===== src/rtl/openhw_cnt_seq_if.sv =====
// Handshake bundle for openhw_cnt_seq: request side (InValid/InReady, operand, op)
// and result side (OutValid/OutReady, Result) plus Flush and Busy.
interface openhw_cnt_seq_if #(
  parameter int WIDTH = 64
);
  logic             InValid;
  logic             InReady;
  logic [WIDTH-1:0] A;
  logic [1:0]       Op;
  logic             W64;
  logic             Flush;
  logic             OutValid;
  logic             OutReady;
  logic [WIDTH-1:0] Result;
  logic             Busy;

  modport master (
    output InValid, A, Op, W64, Flush, OutReady,
    input  InReady, OutValid, Result, Busy
  );

  modport slave (
    input  InValid, A, Op, W64, Flush, OutReady,
    output InReady, OutValid, Result, Busy
  );
endinterface


===== src/rtl/openhw_cnt_seq.sv =====
// Iterative clz/ctz/cpop unit scanning CHUNK bits per cycle from the operand MSB.
// Optional macro OPENHW_CNT_EARLY_EXIT_EN: clz/ctz finish on the first nonzero chunk.
module openhw_cnt_seq #(
  parameter int WIDTH = 64,
  parameter int CHUNK = 8
) (
  input  logic            clk,
  input  logic            reset_n,
  openhw_cnt_seq_if.slave bus
);
  localparam int AW   = $clog2(WIDTH) + 1;
  localparam int NMAX = WIDTH / CHUNK;
  localparam int CW   = $clog2(NMAX) + 1;

  typedef enum logic [1:0] {
    IDLE = 2'd0,
    RUN  = 2'd1,
    DONE = 2'd2
  } state_t;

  state_t           state, state_n;
  logic [WIDTH-1:0] x, x_n;
  logic [1:0]       op, op_n;
  logic [CW-1:0]    n, n_n;
  logic [CW-1:0]    cnt, cnt_n;
  logic [AW-1:0]    acc, acc_n;
  logic             found, found_n;

  logic             word;
  logic [WIDTH-1:0] rev;
  logic [31:0]      rev32;
  logic [WIDTH-1:0] pre;
  logic [CHUNK-1:0] c;
  logic [AW-1:0]    pc;
  logic [AW-1:0]    lz;
  logic             hit;

  // ctz is turned into clz by bit-reversing; word mode parks the low word at the top.
  always_comb begin
    word  = (WIDTH == 64) ? bus.W64 : 1'b0;
    rev   = '0;
    rev32 = '0;
    for (int unsigned i = 0; i < WIDTH; i++) rev[i] = bus.A[WIDTH-1-i];
    for (int unsigned i = 0; i < 32; i++) rev32[i] = bus.A[31-i];
    pre = '0;
    if (word) begin
      pre[WIDTH-1 -: 32] = (bus.Op == 2'b01) ? rev32 : bus.A[31:0];
    end else begin
      pre = (bus.Op == 2'b01) ? rev : bus.A;
    end
  end

  always_comb begin
    c   = x[WIDTH-1 -: CHUNK];
    pc  = '0;
    lz  = AW'(CHUNK);
    hit = 1'b0;
    for (int unsigned i = 0; i < CHUNK; i++) begin
      pc = pc + AW'(c[i]);
      if (!hit && c[CHUNK-1-i]) begin
        lz  = AW'(i);
        hit = 1'b1;
      end
    end
  end

  always_comb begin
    state_n = state;
    x_n     = x;
    op_n    = op;
    n_n     = n;
    cnt_n   = cnt;
    acc_n   = acc;
    found_n = found;
    case (state)
      IDLE: begin
        if (bus.InValid) begin
          state_n = RUN;
          x_n     = pre;
          op_n    = bus.Op;
          n_n     = word ? CW'(32 / CHUNK) : CW'(NMAX);
          cnt_n   = '0;
          acc_n   = '0;
          found_n = 1'b0;
        end
      end
      RUN: begin
        x_n   = x << CHUNK;
        cnt_n = cnt + 1'b1;
        if (op[1]) begin
          acc_n = acc + pc;
        end else if (!found) begin
          acc_n = acc + lz;
        end
        found_n = found | (|c);
        if (cnt_n == n) state_n = DONE;
`ifdef OPENHW_CNT_EARLY_EXIT_EN
        if (!op[1] && !found && (|c)) state_n = DONE;
`endif
      end
      DONE: begin
        if (bus.OutReady) state_n = IDLE;
      end
      default: state_n = IDLE;
    endcase
    if (bus.Flush) state_n = IDLE;
  end

  always_ff @(posedge clk or negedge reset_n) begin
    if (!reset_n) begin
      state <= IDLE;
      x     <= '0;
      op    <= '0;
      n     <= '0;
      cnt   <= '0;
      acc   <= '0;
      found <= 1'b0;
    end else begin
      state <= state_n;
      x     <= x_n;
      op    <= op_n;
      n     <= n_n;
      cnt   <= cnt_n;
      acc   <= acc_n;
      found <= found_n;
    end
  end

  // Result is gated by DONE so it reads zero everywhere else without a separate register.
  assign bus.InReady  = (state == IDLE);
  assign bus.Busy     = (state != IDLE);
  assign bus.OutValid = (state == DONE);
  assign bus.Result   = (state == DONE) ? WIDTH'(acc) : '0;
endmodule


===== src/flat_wrapper.sv =====
// flat-port wrapper written by rule: the top's interface ports become plain ports
module openhw_cnt_seq_flat 
#(
  parameter int WIDTH = 64,
  parameter int CHUNK = 8
)
  (clk, reset_n, bus_InValid, bus_A, bus_Op, bus_W64, bus_Flush, bus_OutReady, bus_InReady, bus_OutValid, bus_Result, bus_Busy);
  openhw_cnt_seq_if #(.WIDTH(WIDTH)) bus_i ();
  input  logic clk;
  input  logic reset_n;
  input wire logic [$bits(bus_i.InValid)-1:0] bus_InValid;
  input wire logic [$bits(bus_i.A)-1:0] bus_A;
  input wire logic [$bits(bus_i.Op)-1:0] bus_Op;
  input wire logic [$bits(bus_i.W64)-1:0] bus_W64;
  input wire logic [$bits(bus_i.Flush)-1:0] bus_Flush;
  input wire logic [$bits(bus_i.OutReady)-1:0] bus_OutReady;
  output wire logic [$bits(bus_i.InReady)-1:0] bus_InReady;
  output wire logic [$bits(bus_i.OutValid)-1:0] bus_OutValid;
  output wire logic [$bits(bus_i.Result)-1:0] bus_Result;
  output wire logic [$bits(bus_i.Busy)-1:0] bus_Busy;
  assign bus_i.InValid = bus_InValid;
  assign bus_i.A = bus_A;
  assign bus_i.Op = bus_Op;
  assign bus_i.W64 = bus_W64;
  assign bus_i.Flush = bus_Flush;
  assign bus_i.OutReady = bus_OutReady;
  assign bus_InReady = bus_i.InReady;
  assign bus_OutValid = bus_i.OutValid;
  assign bus_Result = bus_i.Result;
  assign bus_Busy = bus_i.Busy;
  openhw_cnt_seq #(.WIDTH(WIDTH), .CHUNK(CHUNK)) u_core (.clk(clk), .reset_n(reset_n), .bus(bus_i));
endmodule

===== config.mk =====
export PLATFORM = sky130hd
export DESIGN_NAME = openhw_cnt_seq_flat
export DESIGN_NICKNAME = d
export VERILOG_FILES = /design/src/rtl/openhw_cnt_seq_if.sv /design/src/rtl/openhw_cnt_seq.sv /design/src/flat_wrapper.sv
export SDC_FILE = /design/constraint.sdc
export NUM_CORES = 1
export LEC_CHECK = 0
export CAP_MARGIN = 20
export CORE_MARGIN = 8
export CORE_UTILIZATION = 45
export DETAILED_ROUTE_END_ITERATION = 10
export MAX_ROUTING_LAYER = met4
export PLACE_DENSITY = 0.73
export SLEW_MARGIN = 0
export SYNTH_ARGS = -nofsm -noshare
export SYNTH_HDL_FRONTEND = slang
export SYNTH_SLANG_ARGS = --single-unit

===== constraint.sdc =====
create_clock -name clk -period 4.94 [get_ports clk]
set_clock_uncertainty 0.1 [all_clocks]
set_input_delay 1.235 -clock clk [delete_from_list [all_inputs] [get_ports clk]]
set_output_delay 1.235 -clock clk [all_outputs]
set_load 0.01 [all_outputs]

* Word-level counts from Yosys, hierarchy flattened *
Cells that the tools add are included.

word-level totals
  register bits after elaboration = 84
  input bits = 72
  word-level logic and storage cells = 85

operators by class
  add/sub/neg operators = 10
  eq/ne operators = 9
  muxes and demuxes = 36
  bitwise logic cells = 1
  reduce and logical (&&, ||, !) cells = 22

operators with widths
  cell                   count
  $mux W64               2
  $pmux W64 S2           1
  $mux W32               3
  $mux W7                11
  $add A7 B1 Y7          6
  $add A7 B7 Y7          2
  $pmux W7 S2            1
  $mux W4                3
  $mux W1                8
  $mux W2                4
  $pmux W4 S2            1
  $reduce_or A8 Y1       1
  $logic_and A1 B1 Y1    7
  $logic_not A1 Y1       7
  $ne A3 B2 Y1 const B   2
  $ne A3 B3 Y1 const B   2
  $pmux W2 S3            1
  $reduce_and A3 Y1      2
  $add A4 B1 Y4 const B  1
  $eq A2 B1 Y1 const B   2
  $eq A4 B4 Y1           1
  $reduce_and A2 Y1      2
  $reduce_bool A2 Y1     2
  $add A1 B1 Y2          1
  other kinds (5)        5

* Depth between registers and ports, before layout *
Gate-level depths: netlist (run 1).

  word-level depth = 26
  mapped depth = 14
  mapped depth without buffers = 14

* Worst setup path after synthesis (run 1) *
No wires, ideal clock.

  path type = register to register
  from = register u_core.x[56]
  to = register u_core.acc[4]
  library setup time = 124 ps
  arrival time = 3,448 ps
  required time = 4,716 ps
  path slack = 1,268 ps
  stages on the path, launching flop included = 15
  buffers on the path = 0
  clock period less this slack = 3,672 ps
  path through = dfrtp_1 inv_1 ha_1 inv_1 fa_1 fa_1 fa_1 inv_1 ha_1 inv_1 fa_1 nor2b_1 o31a_1 a211oi_1 a211o_1

between the ends
  word-level cells in the longest chain between the ends = 10
  elaborated cells on any way between the ends = 14
  those cells by class = add/sub (9); mux (4); reduce/logical (1)

ends and longest elaborated chain
  element                      RTL line               text
  from (decl)                  openhw_cnt_seq.sv:22   logic [WIDTH-1:0] x, x_n;
  from (signal assigned)       openhw_cnt_seq.sv:120  x <= x_n;
  $add A1 B1 Y2                openhw_cnt_seq.sv:59   pc = pc + AW'(c[i]);
  $add A7 B1 Y7 (6 in series)  openhw_cnt_seq.sv:59
  $add A7 B7 Y7                openhw_cnt_seq.sv:91   acc_n = acc + pc;
  $mux W7 (*)                  openhw_cnt_seq.sv:90   if (op[1]) begin
  $pmux W7 S2 (*)              openhw_cnt_seq.sv:75   case (state)
  to (signal assigned)         openhw_cnt_seq.sv:124  acc <= acc_n;
  to (decl)                    openhw_cnt_seq.sv:26   logic [AW-1:0] acc, acc_n;

Mark *: on every way between the ends. The rest lies on a longest branch, timed or not. The select of a mux whose other input is x is not followed.
A chain may end at the register's enable or synchronous reset.

* Final worst setup path (run 1) *
  from = register u_core.x[56]
  to = register u_core.acc[6]

The elaborated chain is that of the path after synthesis.

==> flow_summary.toml, run 1 <==
[critical_path]
start_kind = "flop"
rrSetupSlack_ps = 980
crit_end = "u_core.acc[6]"
crit_path_max_fanout = 6
cp.arrival_ps = 4070
crit_path_start = "u_core.x[56]"
end_kind = "flop"
worstSetupPathType = "flop to flop"
critPathRequiredTime_ps = 5050
r2r_cells = 14
r2r_start = "u_core.x[56]"
worstReg2RegEnd = "u_core.acc[6]"

[finish]
nets = 763
drive_above_1_share = 0.183
insertedDiodeCount = 0
final_cell_area_um2 = 7040
areaGrowthSynthToFinish_pct = 15.2

[drt]
dr.pass1.iters = 4
drc = 0
num_vias = 4778
wl_per_cell_um = 18.9
routed_wl_um = 16000
via_per_inst = 5.64
ant_nets = 0
dr.first_iter.drc_count = 332

[floorplanning]
pin_count = 139
die_x_um = 133
die_h_um = 133
core_area_um2 = 13200
rows = 42
dieArea_um2 = 17600
start_util = 0.461

[timing]
drv_slew = 0
clock.fmax_mhz = 253
period_minus_slack_ps = 3960
slew_headroom = 0.311
setup_viol = 0
tightest_slew_ps = 1030
period_share = 0.801
rsz0062_at_grt = "false"
setup_tns_ps = 0
finalHoldViolCount = 0
whs_ps = 385

[grt]
use_met3 = 0.0458
gr-usage-met1 = 0.219
grt_use_total = 0.182
grt_pass1_wl_um = 26000
grt_most_used_layer = "met2"
antenna_found_initial = 0
grt_pass1_vias = 4960
overflow = 0
grtUsageMet2 = 0.304
grt_start_max_net_pins = 82

[min_path]
hold_class = "flop to flop"

[synth]
yosysSeqAreaShare = 0.332
yosysWarnings = 0
synth_top_cell_area_share = 0.332
synth.cell_area_um2 = 6110
yosys.area.top_type = "dfrtp_1"
avgSynthCellArea_um2 = 10.0
syn-instance-count = 609
synth_area_leaders = "dfrtp_1 (33%), buf_4 (8.2%), mux2_2 (7.6%), mux2_4 (6.4%), mux2i_1 (5.7%)"
ys_seq_elements = 81
yosysUniqueCellTypes = 53

[clock_tree]
cts.sinks = 81
cts_inserted_buffers = 9
cts_max_level = 3
cts_tree = "done"
postCtsResizedCells = 0
insertion_delay_ps = 330
cts_buffer_depth = 2
ctsHoldBuffers = 0
clk_pin_slew_worst_paths_ps = 60
post_cts.repair.setup_buffers = 0
cts-root-buf = "clkbuf_16"

[job]
maxCapViolCount = 0

[power]
p_per_area_nw_per_um2 = 384
power.leakage_nw = 3.18
worst_ir_drop_vdd_v = 0.000196

[status]
status = "finished clean"

[placed_design]
placed_area_um2 = 6720
port-buffer-count = 81
hpwl_um = 11500
place.gp.congestion = 0.877
==> logic make-up (layout without fill, tap and decap cells) <==
family	Yosys count	after routing	share of synthesized area
AOI/OAI and AO/OA	196	196	0.216
xor gates and xnor gates	6	6	0.00860
adders and majority gates	25	25	0.0574
buffers and inverters	123	129	0.127
DFF	81	81	0.332
muxes	102	102	0.197
other	1	57	0.000614
and+or+nand+nor	75	75	0.0621
==> critical path: stages (launching register included) <==
cell,delay [ps]
dfrtp_1,450
inv_1,70
ha_1,280
inv_1,60
fa_1,510
fa_1,520
fa_1,490
inv_1,70
ha_1,180
inv_1,60
fa_1,400
nor2b_1,200
o31a_1,170
o221ai_1,140
mux2i_1,150
==> cell usage in the layout, fill, tap and decap left out, drive strengths merged, types with 2 or more instances in the layout <==
cell type	instances
o21a	5
nand2	25
a21oi	42
mux2	67
mux2i	35
a211oi	4
or3	4
clkbuf	11
xnor2	4
o21ai	44
o31a	3
ha	20
nand2b	5
nor2b	5
clkdlybuf4s50	78
and3	6
buf	12
fa	5
nand3	4
dfrtp	81
inv	23
o211ai	2
and2	2
nor3	5
nor2	14
o22ai	64
xor2	2
clkinv	3
o31ai	2
a22oi	21
a21o	2
conb	57
==> state kept, by name, summed over array words and instances (netlist names) <==
| signal | flops |
|---|---|
| u_core.acc | 7 |
| u_core.cnt | 4 |
| u_core.found | 1 |
| u_core.n | 2 |
| u_core.op | 1 |
| u_core.state | 2 |
| u_core.x | 64 |
==> metal layers <==
metal / share of wire / vias to the layer above
met4: 0.014 / 0
met5: 0 / -
met3: 0.057 / 15
met1: 0.43 / 2374
li1: - / 2227
met2: 0.50 / 162
==> where the power goes <==
part           total (mW)  switching (mW)  internal (mW)
Combinational        1.08           0.553          0.524
Sequential          0.961           0.155          0.806
Clock               0.662           0.271          0.391
==> synth_stat cells (all sizes together) <==
cell     count
a21oi       42
inv         23
ha          20
and3         6
nor3b        1
nor3         5
nand2b       5
o41ai        1
o21a         5
a2bb2oi      1
and2         2
dfrtp       81
o21ai       44
or3          4
o221ai       1
xor2         2
mux2i       35
a22o         1
o31ai        2
clkbuf      10
fa           5
a211o        1
o31a         3
o21bai       1
or2          1
conb         1
nand3b       1
xnor2        4
or4          1
o21ba        1
nor2b        5
o211ai       2
a22oi       21
a211oi       4
nor2        14
buf         90
nand3        4
o22ai       64
mux2        67
nand4        1
nand2       25
a21o         2
==> per-stage QoR <==
step	instances	util	setup slack [ps]	total power, mW
floorplan	665	-	1270	1.78
global placement	830	0.508	1110	1.99
detailed placement	830	0.508	990	2.04
CTS	846	0.529	983	2.70
global route	847	0.532	758	2.91
finish	847	0.532	985	2.70
==> area by class of cell <==
type	instances	area [µm²]
Multi-Input combinational cell	461	3530
Tap cell	176	220
Clock buffer	11	233
Inverter	23	86.3
Timing Repair Buffer	90	886
Sequential cell	81	2030
Fill cell	1219	6200
Clock inverter	5	56.3
==> worst min path at each step <==
| stage | startpoint | end | slack, ps | cells after the start |
|---|---|---|---|---|
| CTS | u_core.x[4] | u_core.x[4] | 390 | 2 |
| floorplan | u_core.x[1] | u_core.x[1] | 350 | 2 |
| detailed placement | u_core.x[4] | u_core.x[4] | 380 | 2 |
| global placement | u_core.x[5] | u_core.x[5] | 370 | 2 |
| global route | u_core.x[7] | u_core.x[7] | 420 | 2 |
| finish | u_core.x[4] | u_core.x[4] | 380 | 2 |
Power figures use the tool's default switching activity.
==> run 2: changes to the inputs <==
--- a/config.mk
+++ b/config.mk
@@ -10,7 +10,7 @@
 export CORE_UTILIZATION = 45
 export DETAILED_ROUTE_END_ITERATION = 10
 export MAX_ROUTING_LAYER = met4
-export PLACE_DENSITY = 0.73
+export PLACE_DENSITY = 0.76
 export SLEW_MARGIN = 0
 export SYNTH_ARGS = -nofsm -noshare
 export SYNTH_HDL_FRONTEND = slang
==> constraint.sdc (replaced) <==
create_clock -name clk -period 3.3 [get_ports clk]
set_clock_uncertainty 0.1 [all_clocks]
set_input_delay 0.825 -clock clk [delete_from_list [all_inputs] [get_ports clk]]
set_output_delay 0.825 -clock clk [all_outputs]
set_load 0.01 [all_outputs]
==> run 2 against run 1 <==
Against the previous run: register-to-register slack worse by 1200 ps; the flow now finishes with violations (negative setup slack); highest routed layer unchanged; critical path depth is the same; flip-flop and latch count unchanged; routed wire length increased by 2.6%; critical endpoint is now u_core.acc[4]; hold slack got worse by 55 ps; clock-buffer cell count stayed put; clock power increased by 57%; final area increased by 2.5%; non-clock buffer count rose by 13; largest power group unchanged; largest cell class unchanged; sequential power increased by 49%; combinational power increased by 79%.
==> flow_summary.toml, run 2 (synthesis gave the netlist of run 1 again) <==
[drt]
via_per_inst = 5.69
wl_per_cell_um = 19.1
num_vias = 4894
dr.pass1.iters = 5
routed_wl_um = 16400
dr.first_iter.drc_count = 335
drc = 0
ant_nets = 0

[timing]
period_share = 1.07
rsz0062_at_grt = "true"
setup_tns_ps = -710
setup_viol = 5
finalHoldViolCount = 0
period_minus_slack_ps = 3550
tightest_slew_ps = 987
drv_slew = 0
clock.fmax_mhz = 282
setup_ws_ps = -247
slew_headroom = 0.342

[placed_design]
dp.cells = 841
hpwl_um = 12300
port-buffer-count = 81
place.gp.congestion = 0.895
dp_slack_ps = -307

[finish]
drive_above_1_share = 0.212
reg_top3 = "u_core.x (64), u_core.acc (7), u_core.cnt (4)"
insertedDiodeCount = 0
final_common_cell = "dfrtp_1"
top_register = "u_core.x"
finalNonFillerCells = 860
nets = 776
areaGrowthSynthToFinish_pct = 18.1
largest_reg_flops = 64
layout_common_cells = "dfrtp_1 (81), clkdlybuf4s50_1 (78), conb_1 (57)"

[power]
power.leakage_nw = 3.26
worst_ir_drop_vdd_v = 0.000339
p_per_area_nw_per_um2 = 609

[grt]
grt_pass1_vias = 5071
grt_use_total = 0.190
grt_pass1_wl_um = 26600
grt_start_max_net_pins = 82
overflow = 0
antenna_found_initial = 0

[status]
status = "finished, violations left"
failed_checks = "negative setup slack"

[floorplanning]
die_h_um = 133
pin_count = 139
core_area_um2 = 13200
die_x_um = 133
rows = 42
start_util = 0.461
dieArea_um2 = 17600

[clock_tree]
insertion_delay_ps = 340
ctsHoldBuffers = 0
clk_pin_slew_worst_paths_ps = 70
cts_max_level = 3
cts_buffer_depth = 2
cts_tree = "done"
cts-root-buf = "clkbuf_16"
cts_inserted_buffers = 9
cts.sinks = 81

[critical_path]
cp.arrival_ps = 3670
start_kind = "flop"
end_kind = "flop"
crit_path_max_fanout = 2
worstSetupPathType = "flop to flop"
critPathRequiredTime_ps = 3420

[job]
maxCapViolCount = 0

[min_path]
hold_class = "input pin to asynchronous set/reset pin"
-- run 2: layout make-up --
class	count	area [µm²]
Clock buffer	11	243
Clock inverter	5	62.6
Fill cell	1178	6030
Inverter	23	86.3
Multi-Input combinational cell	461	3570
Sequential cell	81	2030
Tap cell	176	220
Timing Repair Buffer	103	1010
-- run 2: power breakdown --
part	switching (mW)	internal (mW)
registers	0.221	1.21
clock network	0.423	0.613
logic	0.945	0.984
total	1.59	2.80
-- run 2: path summary, 6_finish.rpt --
kind / start / to / slack, ps / depth (start not counted)
min in group clk: u_core.x[6] / u_core.x[6] / 390 / 2
hold / removal: reset_n / u_core.x[59] / 330 / 1
max in group asynchronous: reset_n / u_core.x[39] / 2170 / 2
setup / recovery: u_core.x[57] / u_core.acc[4] / -250 / 14
hold reg to reg: u_core.x[6] / u_core.x[6] / 390 / 2
setup reg to reg: u_core.x[57] / u_core.acc[4] / -250 / 14
-- run 2: metal layers --
| metal | routed length (µm) | vias to the layer above | track usage | part of all wire |
|---|---|---|---|---|
| met5 | 0 | - | - | 0 |
| met4 | 471 | 0 | 0.0808 | 0.029 |
| met3 | 1120 | 30 | 0.0439 | 0.068 |
| met2 | 7840 | 205 | 0.304 | 0.48 |
| met1 | 6950 | 2405 | 0.226 | 0.42 |
| li1 | - | 2254 | - | - |
-- run 2: through the flow --
step	util	total power, mW	hold slack [ps]	area (µm²)
floorplan	-	2.67	350	6330
global placement	0.517	3.08	370	6840
detailed placement	0.517	3.14	384	6840
CTS	0.542	4.28	397	7170
global route	0.545	4.67	364	7220
finish	0.545	4.39	330	7220
-- run 2: repair_timing --
action | in CTS | in global routing
resized for setup | 2 | 6
setup buffers | 2 | 2
endpoints found under the setup margin | 6 | 6
gates cloned | 0 | 0
pin swaps | 4 | 4
-- run 2: critical path, stage by stage, from the launching register on --
cell and delay (ps):
dfrtp_1 340, inv_1 50, ha_1 290, inv_2 60, fa_1 420, fa_1 510, fa_1 410, inv_1 70
ha_2 190, inv_2 40, fa_2 360, nor2b_4 130, o31a_1 190, a211oi_1 60, a211o_1 220
